[src/rtl/usb_pkg.sv]
// Shared types for the USB host transaction sequencer.
package usb_pkg;

  // Packet identifiers placed on the transmit pipe.
  typedef enum logic [3:0] {
    PID_OUT   = 4'b0001,
    PID_IN    = 4'b1001,
    PID_DATA0 = 4'b0011,
    PID_ACK   = 4'b0010,
    PID_NAK   = 4'b1010
  } pid_t;

  // Transaction sequencer states.
  typedef enum logic [3:0] {
    ST_IDLE,
    ST_TOKEN,
    ST_TOKEN_WAIT,
    ST_DATA,
    ST_DATA_WAIT,
    ST_RX_HS,
    ST_RX_DATA,
    ST_ACK,
    ST_ACK_WAIT,
    ST_DONE
  } txn_state_t;

endpackage

[src/rtl/usb_timeout_timer.sv]
// Response timer: counts waiting cycles while enabled, flags the last allowed cycle.
module usb_timeout_timer #(
  parameter int TIMEOUT_CYCLES = 255
) (
  input  logic clk,
  input  logic rst_L,
  input  logic clear,
  input  logic enable,
  output logic expired
);

  localparam int CW = (TIMEOUT_CYCLES > 1) ? $clog2(TIMEOUT_CYCLES) : 1;

  logic [CW-1:0] count_q, count_d;

  // expired covers the final waiting cycle so the FSM can act on it at the next edge.
  assign expired = enable && (count_q == CW'(TIMEOUT_CYCLES - 1));

  // Next count: clear wins, then count up, holding at the terminal value.
  always_comb begin
    count_d = count_q;
    if (clear) begin
      count_d = '0;
    end else if (enable && !expired) begin
      count_d = count_q + CW'(1);
    end
  end

  // Counter register.
  always_ff @(posedge clk or negedge rst_L) begin
    if (!rst_L) begin
      count_q <= '0;
    end else begin
      count_q <= count_d;
    end
  end

endmodule

[src/rtl/usb_txn_ctrl.sv]
// Host-side USB transaction sequencer: token / DATA0 / ACK launch, response
// watch, timeout and retry for one OUT or IN request at a time.
//
// state      | meaning
// -----------+----------------------------------------------------
// IDLE       | ready for a request
// TOKEN      | launch OUT/IN token (one-cycle out_pktready)
// TOKEN_WAIT | token in flight, wait out_sent
// DATA       | launch DATA0 with OUT payload
// DATA_WAIT  | DATA0 in flight, wait out_sent
// RX_HS      | OUT: listen for handshake, timer running
// RX_DATA    | IN: listen for data packet, timer running
// ACK        | IN: launch ACK for received data
// ACK_WAIT   | ACK in flight, wait out_sent
// DONE       | one-cycle completion pulse
module usb_txn_ctrl
  import usb_pkg::*;
#(
  parameter int TIMEOUT_CYCLES = 255,
  parameter int MAX_RETRY      = 8
) (
  input  logic        clk,
  input  logic        rst_L,
  input  logic        req_valid,
  output logic        req_ready,
  input  logic        req_read,
  input  logic [6:0]  req_addr,
  input  logic [3:0]  req_endp,
  input  logic [63:0] req_data,
  output logic        done,
  output logic        success,
  output logic [63:0] rsp_data,
  output logic [3:0]  out_pid,
  output logic [6:0]  out_addr,
  output logic [3:0]  out_endp,
  output logic [63:0] out_data,
  output logic        out_pktready,
  input  logic        out_sent,
  output logic        writing,
  input  logic        in_pktready,
  input  logic [63:0] in_data,
  input  logic        in_error,
  input  logic        in_ack,
  input  logic        in_nak
);

  localparam int RW = (MAX_RETRY > 0) ? $clog2(MAX_RETRY + 1) : 1;

  txn_state_t    state_q, state_d;
  logic          read_q, read_d;
  logic [6:0]    addr_q, addr_d;
  logic [3:0]    endp_q, endp_d;
  logic [63:0]   data_q, data_d;
  logic [RW-1:0] retry_q, retry_d;
  logic          success_q, success_d;
  logic [63:0]   rsp_q, rsp_d;

  logic [3:0]    pid_c;
  logic          launch_c;
  logic          writing_c;
  logic          fail_c;
  logic          tmo_clear, tmo_en, tmo_expired;

  usb_timeout_timer #(
    .TIMEOUT_CYCLES(TIMEOUT_CYCLES)
  ) u_timer (
    .clk    (clk),
    .rst_L  (rst_L),
    .clear  (tmo_clear),
    .enable (tmo_en),
    .expired(tmo_expired)
  );

  // Next-state, launch and response evaluation.
  always_comb begin
    state_d   = state_q;
    read_d    = read_q;
    addr_d    = addr_q;
    endp_d    = endp_q;
    data_d    = data_q;
    retry_d   = retry_q;
    success_d = success_q;
    rsp_d     = rsp_q;
    pid_c     = 4'b0000;
    launch_c  = 1'b0;
    writing_c = 1'b0;
    fail_c    = 1'b0;
    tmo_en    = 1'b0;
    tmo_clear = 1'b1;

    case (state_q)
      ST_IDLE: begin
        if (req_valid) begin
          read_d    = req_read;
          addr_d    = req_addr;
          endp_d    = req_endp;
          data_d    = req_data;
          retry_d   = '0;
          success_d = 1'b0;
          rsp_d     = '0;
          state_d   = ST_TOKEN;
        end
      end
      ST_TOKEN: begin
        pid_c     = read_q ? PID_IN : PID_OUT;
        writing_c = 1'b1;
        launch_c  = 1'b1;
        state_d   = ST_TOKEN_WAIT;
      end
      ST_TOKEN_WAIT: begin
        pid_c     = read_q ? PID_IN : PID_OUT;
        writing_c = 1'b1;
        if (out_sent) state_d = read_q ? ST_RX_DATA : ST_DATA;
      end
      ST_DATA: begin
        pid_c     = PID_DATA0;
        writing_c = 1'b1;
        launch_c  = 1'b1;
        state_d   = ST_DATA_WAIT;
      end
      ST_DATA_WAIT: begin
        pid_c     = PID_DATA0;
        writing_c = 1'b1;
        if (out_sent) state_d = ST_RX_HS;
      end
      ST_RX_HS: begin
        tmo_en    = 1'b1;
        tmo_clear = 1'b0;
        // Any event other than a clean lone ACK is a failed attempt.
        if (in_ack && !in_nak && !in_error && !in_pktready) begin
          success_d = 1'b1;
          state_d   = ST_DONE;
        end else if (in_ack || in_nak || in_error || in_pktready || tmo_expired) begin
          fail_c = 1'b1;
        end
      end
      ST_RX_DATA: begin
        tmo_en    = 1'b1;
        tmo_clear = 1'b0;
        if (in_pktready && !in_error) begin
          rsp_d   = in_data;
          state_d = ST_ACK;
        end else if (in_nak || in_error || tmo_expired) begin
          fail_c = 1'b1;
        end
      end
      ST_ACK: begin
        pid_c     = PID_ACK;
        writing_c = 1'b1;
        launch_c  = 1'b1;
        state_d   = ST_ACK_WAIT;
      end
      ST_ACK_WAIT: begin
        pid_c     = PID_ACK;
        writing_c = 1'b1;
        if (out_sent) begin
          success_d = 1'b1;
          state_d   = ST_DONE;
        end
      end
      ST_DONE: begin
        state_d = ST_IDLE;
      end
      default: begin
        state_d = ST_IDLE;
      end
    endcase

    // A failed attempt resends the whole transaction until retries run out.
    if (fail_c) begin
      if (retry_q == RW'(MAX_RETRY)) begin
        state_d = ST_DONE;
      end else begin
        retry_d = retry_q + RW'(1);
        state_d = ST_TOKEN;
      end
    end
  end

  // State and transaction registers.
  always_ff @(posedge clk or negedge rst_L) begin
    if (!rst_L) begin
      state_q   <= ST_IDLE;
      read_q    <= 1'b0;
      addr_q    <= '0;
      endp_q    <= '0;
      data_q    <= '0;
      retry_q   <= '0;
      success_q <= 1'b0;
      rsp_q     <= '0;
    end else begin
      state_q   <= state_d;
      read_q    <= read_d;
      addr_q    <= addr_d;
      endp_q    <= endp_d;
      data_q    <= data_d;
      retry_q   <= retry_d;
      success_q <= success_d;
      rsp_q     <= rsp_d;
    end
  end

  // Transmit fields come from latched request registers, so they stay put
  // from launch until out_sent.
  assign req_ready    = (state_q == ST_IDLE);
  assign done         = (state_q == ST_DONE);
  assign success      = success_q;
  assign rsp_data     = rsp_q;
  assign out_pid      = pid_c;
  assign out_addr     = addr_q;
  assign out_endp     = endp_q;
  assign out_data     = data_q;
  assign out_pktready = launch_c;
  assign writing      = writing_c;

endmodule

[config.mk]
export PLATFORM = sky130hd
export DESIGN_NAME = usb_txn_ctrl
export DESIGN_NICKNAME = d
export VERILOG_FILES = /design/src/rtl/usb_pkg.sv /design/src/rtl/usb_timeout_timer.sv /design/src/rtl/usb_txn_ctrl.sv
export SDC_FILE = /design/constraint.sdc
export NUM_CORES = 1
export LEC_CHECK = 0
export ABC_AREA = 0
export CAP_MARGIN = 5
export CORE_MARGIN = 4
export CORE_UTILIZATION = 38
export CTS_BUF_LIST = sky130_fd_sc_hd__clkbuf_8 sky130_fd_sc_hd__clkbuf_16
export DETAILED_ROUTE_END_ITERATION = 6
export GPL_TIMING_DRIVEN = 1
export PLACE_DENSITY = 0.77
export SYNTH_ARGS = -nofsm -noshare
export SYNTH_HDL_FRONTEND = slang
export SYNTH_HIERARCHICAL = 1
export SYNTH_SLANG_ARGS = --single-unit
[constraint.sdc]
create_clock -name clk -period 2.1 [get_ports clk]
set_input_delay 0.21 -clock clk [delete_from_list [all_inputs] [get_ports clk]]
set_output_delay 0.21 -clock clk [all_outputs]
set_load 0.05 [all_outputs]
==> summary.txt <==
Yosys
  • Post-synthesis cell type with the largest combined area: dfrtp_1
  • Synthesized instance count: 589
  • YS warnings: 6
  • Count of cell types in the netlist: 58
  • Number of flops mapped to enable cells by yosys: 0
  • Most common flop cell mapped by yosys: dfrtp_1
  • Syn nets: 741
  • Top cell type's share of synthesized area: 59.3%
  • Synthesis-stage register bit count: 157
  • Post-synth ARST share: 100%
  • Syn avg cell area: 11.2 sq um
  • Mapped cell area: 6620 sq um
  • Share of the yosys chip area belonging to registers: 59.3%
  • Dominant cells by area after synthesis: dfrtp_1, mux2_2, nand2_1

Critical path
  • Worst setup path category: reg2reg
  • Max stage delay on crit path: 0.46 ns
  • Worst-path maximum fanout: 5
  • CP max-delay cell: or4_4
  • CP Data Arrival Time: 2.30 ns
  • Critical Path Start: u_timer/count_q[1]
  • CP endpoint kind: flop
  • Startpoint types: flop
  • R2r worst-path depth: 6
  • R2R Path Start: u_timer/count_q[1]
  • R2R setup slack: 0.09 ns
  • Crit-path cells: ha_2, and4_4, and3_2, or4_4, nand2_2, mux2_2
  • WP data required: 2.39 ns

Clock tree
  • Worst-case clock buffer depth: 2
  • CTS tree: yes
  • Clock sinks: 157
  • Worst-path clk slew: 0.06 ns
  • Clk_lat worst skew: 0.42 ns
  • CTS buffer count: 17
  • CTS H-Tree Depth: 4
  • Root buf cell: clkbuf_16

Timing
  • Final Cycle Share: 95.7%
  • Hold_ws: 0.294 ns
  • Final Max Tran Viols: 0
  • Setup-failing EPs final: 0
  • Post-route setup TNS: 0 ns
  • Minimum clock period: 2.01 ns
  • Worst-Margin Slew: 0.577 ns
  • Final Hold Viols: 0
  • Slew headroom: 61.4%
  • Peak Freq: 498 MHz
  • Clock skew: 0.0144 ns

Layout
  • Layout area overhead: 60.3%
  • Number of diodes: 0
  • Nets: 1046
  • Finished Cell Area: 10600 sq um
  • Layout cell share with drive strength beyond 1: 18.5%

Global route
  • Total GRT Usage: 18.1%
  • Top Usage Layer GRT: met2
  • Vias in the first global route: 5331
  • Met3 GRT Util: 6.44%
  • Largest net degree at the start of global routing: 71
  • GR Util met2: 30.5%
  • Met1 global-route usage: 21.6%
  • Initial antenna violation count: 0
  • Global-route wire length before repair: 28500 um
  • GRT Residual Overflow: 0

Floorplanning
  • Num ports: 296
  • Row count: 47
  • Die W: 140 um
  • Initial Util: 39.4%
  • Core footprint: 16800 sq um
  • Die H: 140 um
  • Die ar.: 19600 sq um

Placement
  • Placed cell areas: 10000 sq um
  • IO buf count: 294
  • Hpwl dp: 13700 um
  • Final RePlAce weighted congestion: 0.904

Power and ir drop
  • Worst vdd rail ir drop: 1.02 mV
  • Clock power share: 19.2%
  • Combinational share of power: 52.5%
  • Sequential Power Share: 28.4%
  • LEAKAGE: 0.00441 uW
  • P_sw: 6810 uW
  • Internal power: 8730 uW
  • Sw Ratio: 43.8%
  • Pwr dens: 1460 nW/um^2

Min path
  • Worst hold path class: in2async

Detailed routing
  • Routed length per placed instance: 16.0 um
  • Vias per cell: 4.78
  • DRT Pass-1 Iters: 4
  • Initial DRC count: 205
  • DRC: 0
  • Routed Antenna Nets: 0
  • Vias post-DR: 5386
  • Total Wirelength: 18100 um

Flow run
  • Maxcap violations: 0

Run status
  • Outcome: complete, no violations
==> power by group through the flow <==
stage | logic (uW) | clock network, uW | registers [uW]
after floorplan | 2250 | 0 | 7400
after global placement | 8110 | 0 | 4400
after detailed placement | 8180 | 0 | 4470
after CTS | 8200 | 3070 | 4420
after global routing | 8510 | 3220 | 4510
final | 8150 | 2980 | 4410
==> logic make-up (layout without fill, tap and decap cells) <==
family          Yosys count  count (layout)  share of synthesized area (%)
buf+inv                  47             365                           3.46
simple gates            191             191                           12.9
mux                      81              81                           13.9
xor+xnor                  2               2                          0.265
flops                   157             157                           59.3
other cells               1               1                         0.0566
compound gates          106             106                           9.34
fa+ha+maj                 4               4                          0.756
==> per-stage QoR <==
stage	power [uW]	std cells	setup WS (ns)	utilization, %
after global placement	12500	1094	0.0610	59.5
after CTS	15700	1127	0.0109	63.0
after detailed placement	12700	1094	0.0140	59.5
after global routing	16200	1127	-0.00323	63.1
final	15500	1127	0.0913	63.1
after floorplan	9650	589	-0.142	-
==> worst min-delay path by stage <==
stage | depth (start not counted) | startpoint | endpoint
floorplan | 0 | rst_L | asynchronous set/reset pin
global placement | 1 | rst_L | state_q[2]
detailed placement | 1 | rst_L | read_q
CTS | 2 | rst_L | read_q
global route | 3 | in_data[48] | rsp_data[48]
finish | 2 | rst_L | state_q[2]
==> layer usage <==
metal / vias up / part of all wire (%)
li1: 2628 / -
met1: 2508 / 40
met2: 223 / 50
met3: 27 / 8.1
met4: 0 / 2.2
met5: - / 0
==> Yosys cell counts (2+ instances only) <==
cell,number
o22ai_1,2
o21ai_1,20
buf_1,9
o311ai_0,2
clkbuf_1,19
nor2_1,10
buf_2,4
a31oi_1,4
and3_1,5
a21oi_1,7
mux2i_1,2
nand3_1,5
mux2_4,2
inv_1,8
nand2b_1,5
xor2_1,2
dfrtp_1,157
nor2b_1,5
o211ai_1,2
mux2_2,77
ha_1,4
nor3_1,5
buf_6,5
o21ai_0,52
nand2_1,138
nor4_1,2
nand4_1,2
a21boi_0,3
a311oi_1,2
==> placed cells by master, fill, tap and decap left out, types with 2 or more instances in the layout <==
| cell type | synthesis | routed |
|---|---|---|
| a21boi_0 | 3 | 2 |
| a21boi_4 | 1 | 2 |
| a21oi_1 | 7 | 7 |
| a311oi_1 | 2 | 2 |
| a31oi_1 | 4 | 4 |
| and3_1 | 5 | 5 |
| buf_12 | 0 | 9 |
| buf_4 | 1 | 27 |
| buf_6 | 5 | 2 |
| clkbuf_16 | 0 | 17 |
| clkdlybuf4s50_1 | 0 | 286 |
| clkinvlp_4 | 0 | 3 |
| dfrtp_1 | 157 | 155 |
| dfrtp_2 | 0 | 2 |
| ha_1 | 4 | 3 |
| inv_1 | 8 | 9 |
| inv_6 | 0 | 6 |
| mux2_2 | 77 | 77 |
| mux2_4 | 2 | 2 |
| mux2i_1 | 2 | 2 |
| nand2_1 | 138 | 137 |
| nand2b_1 | 5 | 3 |
| nand2b_4 | 0 | 2 |
| nand3_1 | 5 | 5 |
| nand4_1 | 2 | 2 |
| nor2_1 | 10 | 8 |
| nor2b_1 | 5 | 5 |
| nor3_1 | 5 | 5 |
| nor4_1 | 2 | 2 |
| o211ai_1 | 2 | 2 |
| o21ai_0 | 52 | 52 |
| o21ai_1 | 20 | 20 |
| o22ai_1 | 2 | 2 |
| o311ai_0 | 2 | 2 |
| xor2_1 | 2 | 2 |
==> worst max-delay path, delay by kind of cell (launching register included) <==
family / cells / cell delay (ns)
adders and majority gates: 1 / 0.20
DFF: 1 / 0.40
muxes: 1 / 0.33
and+or+nand+nor: 4 / 0.96
==> area by class of cell <==
cell class,instances,area (sq um)
fillers,1375,6200
clock inverters,14,134
inverters,8,30.0
flip-flops and latches,157,3930
clock buffers,18,439
repair buffers,325,3280
multi-input cells,385,2530
well taps,220,275
==> flip-flops by register name, summed over array words and instances (netlist names), named ones only <==
signal and flops:
out_addr 7, retry_q 3, rsp_data 64, state_q 4
read_q 1, success 1, out_data 64, u_timer/count_q 8
out_endp 4
==> what timing repair did <==
action | in CTS | in global routing
endpoints found under the hold margin | 39 | 0
resized for setup | 0 | 4
buffers inserted | 0 | 0
hold buffers | 1 | 0
setup endpoints to repair | 0 | 5
Note: power is estimated with default switching activity, not from simulation.
==> patch: new RTL, config.mk and constraints unchanged <==
Make the reset (`rst_L`) synchronous in 2 clocked blocks.
--- a/src/rtl/usb_timeout_timer.sv
+++ b/src/rtl/usb_timeout_timer.sv
@@ -29,3 +29,3 @@
   // Counter register.
-  always_ff @(posedge clk or negedge rst_L) begin
+  always_ff @(posedge clk) begin
     if (!rst_L) begin
--- a/src/rtl/usb_txn_ctrl.sv
+++ b/src/rtl/usb_txn_ctrl.sv
@@ -180,3 +180,3 @@
   // State and transaction registers.
-  always_ff @(posedge clk or negedge rst_L) begin
+  always_ff @(posedge clk) begin
     if (!rst_L) begin
Formal check against the unedited RTL: differs if rst_L is asserted again (counterexample within 4 cycles, from zero or initial values and one cycle with rst_L low); with rst_L held inactive, the same outputs for 4 cycles.
==> patch against the unedited design <==
- sequential power shrank 19%
- first-iteration DRC count grew 36%
- setup slack lost 0.030 ns
- power shrank 25%
- area after synthesis shrank 6.3%
- sequential cell count is the same
- clock skew shrank 0.0032 ns
- non-clock buffer count shrank 3
- critical path depth grew 3
- routed wire length grew 8.7%
- final cell count grew 14%
- cell area shrank 4.7%
- largest cell class is now buffers
==> patch: results <==
export IMPL_outcome="complete, no violations"
export IMPL_worstMarginPinSlew_ns=0.861
export IMPL_post_dp_cell_area_um2=9470
export IMPL_ir_drop_mv=0.739
export IMPL_met2_usage_pct=34.9
export IMPL_whs_ns=0.338
export IMPL_place_ws_ns=-0.0165
export IMPL_yosys_mux_area_fraction_pct=0.908
export IMPL_critical_path_arrival_ns=2.38
export IMPL_synthFlopType="dfxtp_1"
export IMPL_p_leak_nw=3.56
export IMPL_grt_max_degree=80
export IMPL_hpwl_um=13900
export IMPL_hp_class="input port to flop"
export IMPL_place_congestion=0.784
export IMPL_worst_r2r_startpoint="u_timer/count_q[0]$_SDFFE_PP0P_"
export IMPL_wl_met1_um=7630
export IMPL_grt_util_all_layers_pct=20.4
export IMPL_synth_compound_area_share_pct=16.2
export IMPL_drtIter0Drc=278
export IMPL_vias_per_cell=4.89
export IMPL_async_flop_share_pct=0
export IMPL_yosysSeqAreaShare_pct=50.7
export IMPL_syn_nets=927
export IMPL_synthXorXnorAreaFrac_pct=0.565
export IMPL_cp_max_fo=7
export IMPL_wl_met2_um=10000
export IMPL_yosys_top_cells_area="dfxtp_1 (51%), nand2_1 (14%), a21oi_1 (12%)"
export IMPL_use_met3_pct=8.25
export IMPL_grt_pass1_wl_um=30100
export IMPL_crit_slowest_cell="or3_4"
export IMPL_drive_gt1_share_pct=9.18
export IMPL_syn_inst=775
export IMPL_yosys_area_share_adder_pct=0.807
[patch: changes by cell type after synthesis, sizes merged, moves of 3 or more]
cell    change
nand2      +95
dfrtp     -157
mux2       -77
a211oi      +4
a21oi     +147
buf        +18
nand3      +63
o21ai      -67
nor2        +3
a21boi      -3
dfxtp     +157
xnor2       +4
clkbuf      +5
[patch: timing repair]
| action | 4_1_cts | 5_1_grt |
|---|---|---|
| buffers inserted | 2 | 0 |
| setup endpoints to repair | 2 | 6 |
| gates resized for setup | 6 | 6 |
| pin swaps | 6 | 7 |
[patch: final timing paths]
path                                    end  cells after the start
setup / recovery                       flop                      9
hold / removal    out_data[47]$_SDFFE_PN0P_                      3
setup reg to reg                       flop                      9
hold reg to reg   rsp_data[35]$_SDFFE_PN0P_                      2
[patch: cells by family (layout without fill, tap and decap cells)]
logic type                 after synthesis  after routing
AOI/OAI and AO/OA                      181            181
other                                    1              1
DFF                                    157            157
xor gates and xnor gates                 4              4
adders and majority gates                4              4
and+or+nand+nor                        354            354
buffers and inverters                   69            362
muxes                                    5              5
[patch: power by group]
group / switching, mW / internal (mW) / leakage [nW] / total, mW
Combinational: 3.21 / 1.77 / 1.99 / 4.98
Sequential: 0.209 / 3.37 / 1.28 / 3.58
Clock: 1.24 / 1.82 / 0.291 / 3.06
Total: 4.67 / 6.96 / 3.56 / 11.6
[patch: final cells by class]
class | count | area, um2 | area share (%)
clock buffers | 19 | 453 | 4.48
multi-input cells | 549 | 2800 | 27.7
well taps | 216 | 270 | 2.67
flip-flops and latches | 157 | 3150 | 31.1
clock inverters | 13 | 138 | 1.36
repair buffers | 322 | 3270 | 32.4
inverters | 8 | 32.5 | 0.322
